==> config.mk <==
export PLATFORM = sky130hd
export DESIGN_NAME = fetch_stage
export DESIGN_NICKNAME = d
export VERILOG_FILES = /design/src/rtl/fetch_stage.sv
export SDC_FILE = /design/constraint.sdc
export NUM_CORES = 1
export LEC_CHECK = 0
export ABC_AREA = 0
export CORE_MARGIN = 8
export CORE_UTILIZATION = 53
export CTS_CLUSTER_DIAMETER = 30
export CTS_CLUSTER_SIZE = 25
export DETAILED_ROUTE_END_ITERATION = 16
export PLACE_DENSITY = 0.83
export SLEW_MARGIN = 20
export SYNTH_ARGS = -nofsm -noshare
export SYNTH_HDL_FRONTEND = slang
export SYNTH_SLANG_ARGS = --single-unit
==> constraint.sdc <==
create_clock -name clk -period 5 [get_ports clk]
set_input_delay 0.75 -clock clk [delete_from_list [all_inputs] [get_ports clk]]
set_output_delay 0.75 -clock clk [all_outputs]
set_load 0.01 [all_outputs]
==> src/rtl/fetch_stage.sv <==
// Instruction-fetch stage: fetch PC, single-outstanding request to a
// variable-latency instruction memory, 2-entry prefetch FIFO and IF/ID register.
module fetch_stage #(
   parameter logic [31:0] RESET_PC = 32'h00000000
) (
   input  logic        clk,
   input  logic        reset,
   output logic        imem_req,
   output logic [31:0] imem_addr,
   input  logic        imem_rvalid,
   input  logic [31:0] imem_rdata,
   input  logic        stall,
   input  logic        redirect,
   input  logic [31:0] redirect_pc,
   output logic        id_valid,
   output logic [31:0] id_instr,
   output logic [31:0] id_pc,
   output logic [1:0]  dbg_state,
   output logic [1:0]  dbg_fifo_count
);

   // Memory handshake: imem_req is a one-cycle pulse that memory always accepts;
   // imem_rvalid returns exactly one response per request, at least one cycle later.
   typedef enum logic [1:0] {
      S_IDLE    = 2'd0,
      S_WAIT    = 2'd1,
      S_DISCARD = 2'd2
   } state_t;

   state_t      state;
   state_t      state_nxt;
   logic [31:0] pc_fetch;
   logic [31:0] req_pc;
   logic [31:0] fifo_pc    [2];
   logic [31:0] fifo_instr [2];
   logic        rd_ptr;
   logic        wr_ptr;
   logic [1:0]  fifo_count;
   logic        push;
   logic        pop;
   logic        issue;
   logic [2:0]  occupancy;

   always_comb begin
      pop       = !stall && !redirect && (fifo_count != 2'd0);
      push      = !redirect && imem_rvalid && (state == S_WAIT);
      // Slots already claimed by buffered or in-flight words after this cycle's pop.
      occupancy = {1'b0, fifo_count} + {2'b00, state == S_WAIT} - {2'b00, pop};
      issue     = !redirect && ((state == S_IDLE) || imem_rvalid) && (occupancy < 3'd2);
      imem_req  = issue && reset;
      imem_addr = pc_fetch;
   end

   always_comb begin
      state_nxt = state;
      case (state)
         S_IDLE: begin
            if (issue) state_nxt = S_WAIT;
         end
         S_WAIT: begin
            if (redirect)         state_nxt = imem_rvalid ? S_IDLE : S_DISCARD;
            else if (imem_rvalid) state_nxt = issue ? S_WAIT : S_IDLE;
         end
         S_DISCARD: begin
            if (redirect)         state_nxt = imem_rvalid ? S_IDLE : S_DISCARD;
            else if (imem_rvalid) state_nxt = issue ? S_WAIT : S_IDLE;
         end
         default: state_nxt = S_IDLE;
      endcase
   end

   always_ff @(posedge clk or negedge reset) begin
      if (!reset) state <= S_IDLE;
      else        state <= state_nxt;
   end

   always_ff @(posedge clk or negedge reset) begin
      if (!reset) begin
         pc_fetch   <= RESET_PC;
         req_pc     <= RESET_PC;
         fifo_count <= 2'd0;
         rd_ptr     <= 1'b0;
         wr_ptr     <= 1'b0;
         id_valid   <= 1'b0;
         id_instr   <= 32'h00000000;
         id_pc      <= 32'h00000000;
      end else if (redirect) begin
         pc_fetch   <= redirect_pc & ~32'h00000003;
         fifo_count <= 2'd0;
         rd_ptr     <= 1'b0;
         wr_ptr     <= 1'b0;
         id_valid   <= 1'b0;
         id_instr   <= 32'h00000000;
      end else begin
         if (issue) begin
            req_pc   <= pc_fetch;
            pc_fetch <= pc_fetch + 32'd4;
         end
         if (push) wr_ptr <= ~wr_ptr;
         if (pop)  rd_ptr <= ~rd_ptr;
         fifo_count <= fifo_count + {1'b0, push} - {1'b0, pop};
         if (!stall) begin
            if (fifo_count != 2'd0) begin
               id_valid <= 1'b1;
               id_instr <= fifo_instr[rd_ptr];
               id_pc    <= fifo_pc[rd_ptr];
            end else begin
               id_valid <= 1'b0;
               id_instr <= 32'h00000000;
            end
         end
      end
   end

   // Storage needs no reset: fifo_count alone says which entries are live.
   always_ff @(posedge clk) begin
      if (push) begin
         fifo_pc[wr_ptr]    <= req_pc;
         fifo_instr[wr_ptr] <= imem_rdata;
      end
   end

   assign dbg_state      = state;
   assign dbg_fifo_count = fifo_count;

endmodule
* Word level (Yosys, flattened, before mapping)
Memories as Yosys holds them, arrays and structs flattened. A register that Yosys moved wholly into a read port is not among the register bits. Cells that the tools add are included.
Storage, ports and cells: flip-flop bits (word level) 103, memory bits (read-only) 0, bits of input ports 69, output and inout port bits 102, memories kept 2, latch bits 0, logic and storage cells 66, bits in writable memories 128
Cells by class: shifts and indexed selects 0, $mul 0, order comparisons 1, bitwise operators 4, equal/unequal tests 5, muxes and demuxes 21, divide/modulo/power cells 0, add/sub/neg operators 5, reductions and logical operators 20
Memory list:
- fifo_instr | words 2, bits a word 32, rd ports 1, clocked after memory_dff 0, write ports 1, line 35 | logic [31:0] fifo_instr [2];
- fifo_pc | words 2, bits a word 32, rd ports 1, clocked after memory_dff 1, write ports 1, line 34 | logic [31:0] fifo_pc [2];
Operators with widths (count):
- $mux W32 | 5
- $add A32 B3 Y32 const B | 1
- $mux W1 | 10
- $mux W2 | 5
- $reduce_bool A2 Y1 | 4
- $logic_and A1 B1 Y1 | 7
- $not A1 Y1 | 4
- $pmux W2 S2 | 1
- $reduce_and A2 Y1 | 2
- $add A2 B1 Y3 | 1
- $logic_not A1 Y1 | 3
- $lt A3 B2 Y1 const B | 1
- $ne A3 B1 Y1 const B | 1
- $reduce_and A3 Y1 | 1
- $sub A3 B1 Y3 | 1
- $add A2 B1 Y2 | 1
- $eq A2 B1 Y1 const B | 1
- $eq A2 B2 Y1 const B | 1
- $logic_not A2 Y1 | 1
- $ne A2 B1 Y1 const B | 1
- $ne A2 B2 Y1 const B | 1
- $reduce_or A2 Y1 | 1
- $sub A2 B1 Y2 | 1
- $logic_or A1 B1 Y1 | 1

* Logic depth before layout (Yosys ltp)
Gate-level depths: netlist of run 1.
depth in word-level cells 10, mapped depth 13

* Worst setup path after synthesis of run 1
Ideal clock, no wire load.
path type input port to flip-flop, start point in redirect, end point mem fifo_instr[0][0], enable pin, data required time 4.518 ns, cell stages on the path 4, data arrival time 3.817 ns, setup slack 0.701 ns, path buffers 1, path through buf_1 -> clkinv_1 -> nand3_1 -> nor2_1
Between the ends: longest elaborated chain between the ends 5
RTL lines:
- start: declaration | line 13 | input logic redirect,
- $logic_not A1 Y1 | line 46 | push = !redirect && imem_rvalid && (state == S_WAIT);
- $logic_and A1 B1 Y1 (2 in series) | line 46
- $mux W1 | line 117 | if (push) begin
- $mux W1 (implied by the code) | line 119 | fifo_instr[wr_ptr] <= imem_rdata;
- end: declaration | line 35
Every way passes these cells.

* Worst setup path in the final report of run 1
start point in redirect, end point out imem_req
Between the ends: longest elaborated chain between the ends 7, elaborated cells between the ends (all ways) 8, those cells by class add/sub: 1; order compare: 1; reduce/logical: 6
RTL lines:
- $logic_not A1 Y1 (*) | line 45, 49
- $logic_and A1 B1 Y1 (2 in series) | line 45 | pop = !stall && !redirect && (fifo_count != 2'd0);
- $sub A3 B1 Y3 | line 48 | occupancy = {1'b0, fifo_count} + {2'b00, state == S_WAIT} - {2'b00, pop};
- $lt A3 B2 Y1 | line 49 | issue = !redirect && ((state == S_IDLE) || imem_rvalid) && (occupancy < 3'd2);
- $logic_and A1 B1 Y1 (*) | line 49
- $logic_and A1 B1 Y1 (*) | line 50 | imem_req = issue && reset;
- end: declaration | line 8 | output logic imem_req,
Every way passes the cells marked *; elsewhere a longest branch is shown, timed or not.

==> results.md, run 1 <==
- The run finished with clean final reports.
- For the worst-skew pair, the clock arrives at the later sink with an insertion delay of 0.52 ns.
- 0 antenna diodes ended up in the layout.
- The number of iterations in the first detailed-routing pass is 5.
- The routability congestion estimate from global placement is about 0.84.
- The cell taking the most area after synthesis is edfxtp_1.
- The library cells used most frequently in the layout, excluding fill and tap cells, are nand2_1, clkdlybuf4s50_1, dfrtp_1.
- In the final layout, the share of cells above drive strength 1 is under 10%.
- Yosys attributes the largest share of cell area to edfxtp_1, dfrtp_1, nand2_1, mux2i_1, o21ai_0.
- Setup violations remaining at the end of the flow were counted as 0.
- The floorplan die area is between 20000 and 25000 sq um.
- The switching part of the total is between 20% and 30%.
- The initial utilization of the core area, before any placement, comes to between 50% and 60%.
- The die is 153 microns wide.
- Across all layers, the routed design uses between 6000 and 7000 vias.
- The share of the clock period used by the worst path is between 80% and 90%.
- In this run the critical register-to-register path is launched from dbg_state[1].
- The final instance area is about 13000 sq um.
- Setup repair after global routing left no endpoint under its margin.
- Max-cap violations in this run came to 0.
- The proportion of power drawn by the clock network is a little under two fifths.
- The total power density per cell area is approximately 560 nW/um^2.
- In this run, the combinational gates consume 21.2% of the power.
- The H-tree was split into 2 levels.
- The number of nets with antenna violations after detailed routing is 0.
- The maximum root-to-sink buffer count is 3.
- From synthesis to final layout, the design area changed by 33.3%.
- Synthesis produced 790 cells.
- For this run, the number of Yosys warnings is 0.
- The predominant post-synthesis flop cell is dfrtp_1.
- The min-delay analysis places its worst path in the category in2async.
- Summing the sequential cell areas from Yosys gives between 60 and 70% of the chip area.
- Counting flops with a built-in enable in the synthesized netlist gives 124.
- For this design, the CTS-stage hold fixing added 0 buffers.
- The area fraction of the dominant cell type after synthesis is a little under two fifths.
- Of all nets on the critical path, the largest fanout is 3.
- Entering global routing, the biggest net connects 97 pins.
- Post-CTS repair changed the size of 0 cells.
- After the last flow step, the layout net total stands at approximately 1000.
- Clock-pin slew was measured on the worst setup and hold paths at about 0.050 ns.
- The final wirelength is between 20000 and 25000 microns.
- The number of synthesized register bits is 253.
- The sequential fraction of design power is 41.2%.
- After floorplanning, the core was sized to cover 18600 sq um.
- The number of buffers added on ports is about 160.
- The clock tree from TritonCTS is yes.
- The wire length of the first global-routing pass is roughly 38000 microns.
- At the pin with the least slew margin, the transition time is around 0.98 ns.
- For the final database, setup skew stands at 0.0239 ns.
- The cell internal power dissipation is 0.00519 W.
- The depth of the worst register-to-register path is 9.
- The via count of the first global-routing pass is ~7000.
- The endpoint class of the critical path is an output pin.
- The post-CTS setup repair buffer count is 0.
- In the routed design, unresolved DRC markers number 0.
- The number of max-slew violations in the final report is 0.
- The number of design-rule violations left by the first detailed-router iteration is approximately 470.
- The async set-reset flop share out of synthesis is approximately 51%.
- The category of the most critical setup path is in2out.
- Summed over all cells, the static leakage comes to ~5.2 nW.
- In this run the power spent charging and discharging nets is between 0.002 and 0.0025 W.
- The synthesized netlist occupies a cell area of ~9900 sq um.
- The synthesized area per cell is 12.6 sq um.
- The global-route usage over all layers is about a fifth.
- The worst setup path is launched from an input pin.
- The final HPWL from detailed placement is about 14000 microns.
- The number of unique standard cell types used by synthesis is between 40 and 50.
- After layout, the minimum clock period comes to 4.21 ns.
- Clock tree synthesis inserted a total of 42 buffers.
- The detail-routed via count per cell is between 5 and 6.
- The maximum clock rate is 238 MHz.
- After detailed routing, the average wire length per cell comes to about 19 microns.
- The largest vdd supply drop is between 0.3 and 0.4 mV.
- The number of placement rows is 50.
- The headroom to the max-slew limit is roughly a third.
- The clock root buffer is clkbuf_16.
- The hold violation total from the final report is 0.
- The required time reported for the critical path endpoint is 4.25 ns.
- For this run the aggregate overflow at the end of global routing stands at 0.
- During I/O placement, the number of pins put on the boundary was between 150 and 200.
- Clock tree synthesis found a total of 253 sinks.
- The timing startpoint of the critical path is redirect.
- Data on the critical path arrives at its endpoint at between 3 and 4 ns.
- Setup total negative slack on the finished layout was measured at 0 ns.
- The instance area after placement is between 10000 and 15000 sq um.
- The leading cell type in the layout, fill and taps excluded is nand2_1.
- From bottom edge to top edge, the die measures 153 microns.
- The number of antenna violations at the first check in global routing came to 0.
==> critical path: stages <==
cell,delay (ns)
clkdlybuf4s50_1,0.42
nor2_1,0.21
o21ai_4,0.10
nor2_1,0.17
o21ai_0,0.14
fa_1,0.39
xor2_1,0.19
nor4b_2,0.33
and2_1,0.21
clkdlybuf4s50_1,0.55
==> power by group through the flow <==
| stage | logic, W | clock network (W) | registers (W) |
|---|---|---|---|
| floorplan | 0.000760 | 0 | 0.00305 |
| global placement | 0.00149 | 0 | 0.00308 |
| detailed placement | 0.00153 | 0 | 0.00310 |
| CTS | 0.00156 | 0.00283 | 0.00308 |
| global route | 0.00173 | 0.00293 | 0.00311 |
| finish | 0.00157 | 0.00278 | 0.00305 |
==> layer usage <==
layer / vias to the layer above / wire length [microns] / GRT usage, %
met5: - / 0 / 0
met4: 0 / 433 / 5.75
met3: 40 / 1990 / 6.29
met2: 302 / 10500 / 30.1
met1: 3314 / 10000 / 26.9
li1: 3190 / - / -
==> kinds of logic (layout without fill, tap and decap cells) <==
| kind of cell | count (synthesis) | count (layout) | synth area share, % |
|---|---|---|---|
| and+or+nand+nor | 271 | 271 | 11.9 |
| DFF | 253 | 253 | 69.9 |
| AOI/OAI and AO/OA | 133 | 133 | 7.87 |
| muxes | 63 | 63 | 6.36 |
| buffers and inverters | 55 | 263 | 2.35 |
| adders and majority gates | 7 | 7 | 0.957 |
| xor gates and xnor gates | 7 | 7 | 0.617 |
| other | 1 | 4 | 0.0377 |
==> flip-flops by register name, summed over array words and instances, names as in the netlist <==
signal and cells:
dbg_fifo_count 2, rd_ptr 1, req_pc 30, dbg_state 2, imem_addr 30, id_valid 1
fifo_instr 64, wr_ptr 1, id_instr 32, fifo_pc 60, id_pc 30
==> cell type report <==
cell class	instances	area [sq um]
inverter	11	41.3
multi-input combinational	485	2800
clock inverter	28	267
tap	234	293
timing repair buffer	175	1750
fill	1250	5330
sequential	253	6960
clock buffer	49	1140
==> synthesized netlist by cell type, types with 2 or more instances <==
cell type	number
inv_1	10
nand2_1	179
o21ai_1	2
and3_1	6
nand3_1	16
and2_1	5
clkbuf_1	23
o311ai_0	3
mux2i_1	62
buf_1	7
or3_1	3
a31o_2	4
a32oi_1	2
ha_1	6
xor2_1	4
nor2_1	27
a21oi_1	5
a22oi_1	7
a31oi_1	2
dfrtp_1	129
a21o_1	4
nand4_1	13
edfxtp_1	124
buf_4	4
nor2b_1	2
o211ai_1	8
o21ai_0	89
buf_2	10
nor3_1	9
a221o_1	4
nor4_1	3
xnor2_1	3
==> metrics by stage <==
step	setup slack (ns)	cells	util [%]	total power [W]	hold slack [ns]
after detailed placement	0.790	1157	63.6	0.00464	0.454
after global routing	0.597	1235	71.3	0.00778	0.265
after CTS	0.777	1234	71.2	0.00746	0.227
after floorplan	0.701	793	-	0.00381	0.437
after global placement	0.813	1157	63.6	0.00456	0.452
final	0.791	1235	71.3	0.00740	0.226
==> worst paths after layout <==
check	to	slack [ns]
max	imem_req	0.79
min in group clk	fifo_pc[1][23]	0.46
min	id_instr[6]	0.23
min reg2reg	fifo_pc[1][23]	0.46
max in group asynchronous	rd_ptr	3.35
max reg2reg	imem_addr[7]	1.59
(Power assumes the default switching activity.)
==> run 2: changes to the inputs <==
--- a/config.mk
+++ b/config.mk
@@ -7,11 +7,11 @@
 export LEC_CHECK = 0
 export ABC_AREA = 0
 export CORE_MARGIN = 8
-export CORE_UTILIZATION = 53
+export CORE_UTILIZATION = 48
 export CTS_CLUSTER_DIAMETER = 30
 export CTS_CLUSTER_SIZE = 25
 export DETAILED_ROUTE_END_ITERATION = 16
-export PLACE_DENSITY = 0.83
+export PLACE_DENSITY = 0.79
 export SLEW_MARGIN = 20
 export SYNTH_ARGS = -nofsm -noshare
 export SYNTH_HDL_FRONTEND = slang
==> constraint.sdc (replaced) <==
create_clock -name clk -period 3.51 [get_ports clk]
set_input_delay 0.5265 -clock clk [delete_from_list [all_inputs] [get_ports clk]]
set_output_delay 0.5265 -clock clk [all_outputs]
set_load 0.01 [all_outputs]
==> run 2 against run 1 <==
  * Clock skew fell by 0.0078 ns
  * Flip-flop and latch count is the same
  * Via count increased by 0.88%
  * Global-route usage decreased by 1.5 points
  * Sequential share of layout area decreased by 0.65 points
  * Sequential power increased by 42%
  * First-iteration DRC count fell by 4.7%
  * Register-to-register slack got worse by 1.2 ns
  * Combinational power increased by 46%
  * Total power rose by 45%
  * Clock power grew 48%
  * Critical path depth stayed put
  * Critical path type unchanged
==> results.md, run 2 (synthesis gave the netlist of run 1 again) <==
- The run finished with clean final reports.
- The number of antenna violations at the first check in global routing is 0 (unchanged).
- The number of top-level pins is 171 (unchanged).
- The number of clock buffers inserted by TritonCTS is 41 (-2.4%).
- The clock edge transition at the registers on the reported setup and hold paths is 0.06 ns (about the same).
- The final HPWL from detailed placement came to 14800 microns (+2.7%).
- The post-route worst hold slack is 0.464 ns (+0.238 ns).
- The post-route clock skew came to 0.0161 ns (-0.00775 ns).
- The worst setup path is captured at an output pin.
- Setup repair after global routing left no endpoint under its margin.
- The number of iterations in the first detailed-routing pass is 4 (-1).
- The via count of the first global-routing pass came to 7188 (+2.8%).
- The total power density per cell area is 802 nW/um^2 (+44%).
- The max-capacitance violation count was 0 (unchanged).
- The horizontal extent of the die is 160 microns (+4.5%).
- The number of flip-flops in the largest register is 64 (unchanged).
- The number of max-slew violations in the final report came to 0 (unchanged).
- The remaining global-route overflow is 0 (unchanged).
- The number of placement rows was 52 (+4.0%).
- The initial standard-cell utilization of the core is 49.0% (-4.5 points).
- The layout overhead on the synthesized area is 34.9%.
- The cell internal power dissipation is 0.00752 W (+45%).
- The detail-routed via count per cell came to 5.40 (-2.7%).
- The number of clock sinks is 253 (unchanged).
- Ranked by flip-flop count, first place goes to fifo_instr.
- The number of vias in the routed layout is 6906 (+0.88%).
- The number of DRC violations after detailed routing came to 0 (unchanged).
- The number of design-rule violations left by the first detailed-router iteration is 451 (-4.7%).
- The class of the tightest hold or removal check is reg2reg.
- The instance area after placement is 11900 sq um (+0.78%).
- The proportion of power drawn by the clock network came to 38.3% (+0.7 points).
- The combinational cell fraction of total power was 21.3% (about the same).
- The wire length of the first global-routing pass is 38000 microns (+1.3%).
- The multi-input combinational cell area came to 2810 sq um (+0.18%).
- The kind of launch point of the worst setup path is an input pin.
- The slew at the pin closest to its max-slew limit came to 1.04 ns (+0.0622 ns).
- The routability congestion estimate from global placement is 0.880 (+5.3%).
- The routed wirelength normalized by instance count is 18.2 microns (-1.9%).
- The proportion of layout cells with a drive suffix above 1 is 11.2% (+1.5 points).
- TritonCTS built the clock tree.
- The post-layout instance count excluding filler cells is 1280 (+3.6%).
- The routed design could run at a clock period as short as approximately 3.4 ns.
- The number of buffers added on ports is 164 (unchanged).
- The hold violation total from the final report is 0 (unchanged).
- The height of the die is 160 microns (+4.5%).
- The leakage power summed over all cells is 5.29 nW (+1.4%).
- The number of nets in the layout was 1053 (+0.86%).
- Leaving out fill and tap cells, the most frequent cells in the layout are nand2_1, clkdlybuf4s50_1, dfrtp_1.
- The critical path is of the in2out type.
- The final count of negative-setup-slack endpoints came to 0 (unchanged).
- The sequential fraction of design power was 40.4% (-0.8 points).
- The depth of the CTS H-tree is 2 (unchanged).
- The data arrival time of the critical path is 2.84 ns (-0.62 ns).
- The core region area is 20300 sq um (+9.3%).
- The required time reported for the critical path endpoint is 2.98 ns (-1.27 ns).
- The maximum fanout encountered on the critical timing path is 3 (unchanged).
- The pin count of the biggest net entering global routing is 97 (unchanged).
- The number of nets with antenna violations after detailed routing is 0 (unchanged).
- The antenna diode count came to 0 (unchanged).
- The maximum clock rate is just under 300 MHz.
- The largest registers in the layout are fifo_instr: 64 flops, fifo_pc: 60 flops, id_instr: 32 flops.
- The floorplan die area is 25600 sq um (+9.3%).
- The net load switching power is 0.00323 W (+47%).
- The final instance area is 13400 sq um (+1.2%).
- The share of the clock period used by the worst path is ~96%.
- The final wirelength is 23300 microns (+1.7%).
- The headroom to the max-slew limit is 30.2% (-4.6 points).
- The largest vdd supply drop is 0.403 mV (+27%).
- The final-layout fill cell count was 1481 (+18%).
- The root buffer cell chosen for the clock tree is clkbuf_16.
- The clock latency on the worst-skew pair came to 0.52 ns (about the same).
- The area used by sequential logic in the layout is 6960 sq um (unchanged).
- The switching part of the total came to 30.1% (+0.24 points).
- The maximum root-to-sink buffer count came to 3 (unchanged).
- The final sum of negative setup slack is 0 ns (unchanged).
- The placed instance count is 1201 (+3.8%).
- The leading cell type in the layout, fill and taps excluded is nand2_1.
- The global-route usage over all layers came to 18.3% (-1.5 points).
-- run 2: layout make-up --
| class | instances | area share, % |
|---|---|---|
| Clock buffer | 43 | 8.02 |
| Tap cell | 270 | 2.52 |
| Timing Repair Buffer | 185 | 13.6 |
| Multi-Input combinational cell | 485 | 20.9 |
| Clock inverter | 33 | 2.79 |
| Inverter | 11 | 0.308 |
| Sequential cell | 253 | 51.9 |
-- run 2: path summary, 6_finish.rpt --
check / depth (start not counted) / from / endpoint / slack [ns]
setup / recovery: 10 / stall / imem_req / 0.15
hold / removal: 0 / req_pc[20] / fifo_pc[0][20] / 0.46
setup reg to reg: 11 / dbg_state[0] / imem_addr[26] / 0.40
hold reg to reg: 0 / req_pc[20] / fifo_pc[0][20] / 0.46
max in group asynchronous: 3 / reset / rd_ptr / 1.79
min in group asynchronous: 2 / reset / id_pc[3] / 0.47
-- run 2: per-layer routing --
| metal | part of all wire (%) | track usage [%] | vias to the layer above |
|---|---|---|---|
| li1 | - | - | 3217 |
| met4 | 2.3 | 6.97 | 0 |
| met5 | 0 | 0 | - |
| met2 | 46 | 28.5 | 303 |
| met3 | 8.4 | 5.09 | 44 |
| met1 | 44 | 24.1 | 3342 |
-- run 2: stage by stage --
stage / total power [W] / util [%] / setup slack [ns]
detailed placement: 0.00665 / 58.7 / -0.458
global route: 0.0113 / 66.1 / 0.00110
global placement: 0.00655 / 58.7 / -0.333
floorplan: 0.00543 / - / -0.566
finish: 0.0108 / 66.1 / 0.145
CTS: 0.0108 / 65.9 / 0.0417
-- run 2: repair_timing --
item / in CTS / in global routing
pin swaps: 1 / 1
setup buffers: 0 / 1
hold buffers: 1 / 0
gates resized for setup: 3 / 0
cloned: 0 / 0
setup endpoints to repair: 1 / 1
hold endpoints to repair: 28 / 0
-- run 2: critical path: stages --
cell and delay (ns):
clkdlybuf4s50_1 0.47, nor2_2 0.16, o21ai_4 0.08, nor2_1 0.12
o21ai_0 0.13, fa_1 0.40, xor2_1 0.19, nor4b_2 0.28
and2_1 0.19, dlygate4sd2_1 0.28
-- run 2: power by group through the flow --
stage | Combinational [W] | Clock (W) | Sequential, W
floorplan | 0.00108 | 0 | 0.00435
global placement | 0.00217 | 0 | 0.00439
detailed placement | 0.00223 | 0 | 0.00442
CTS | 0.00227 | 0.00418 | 0.00438
global route | 0.00254 | 0.00431 | 0.00442
finish | 0.00229 | 0.00412 | 0.00434
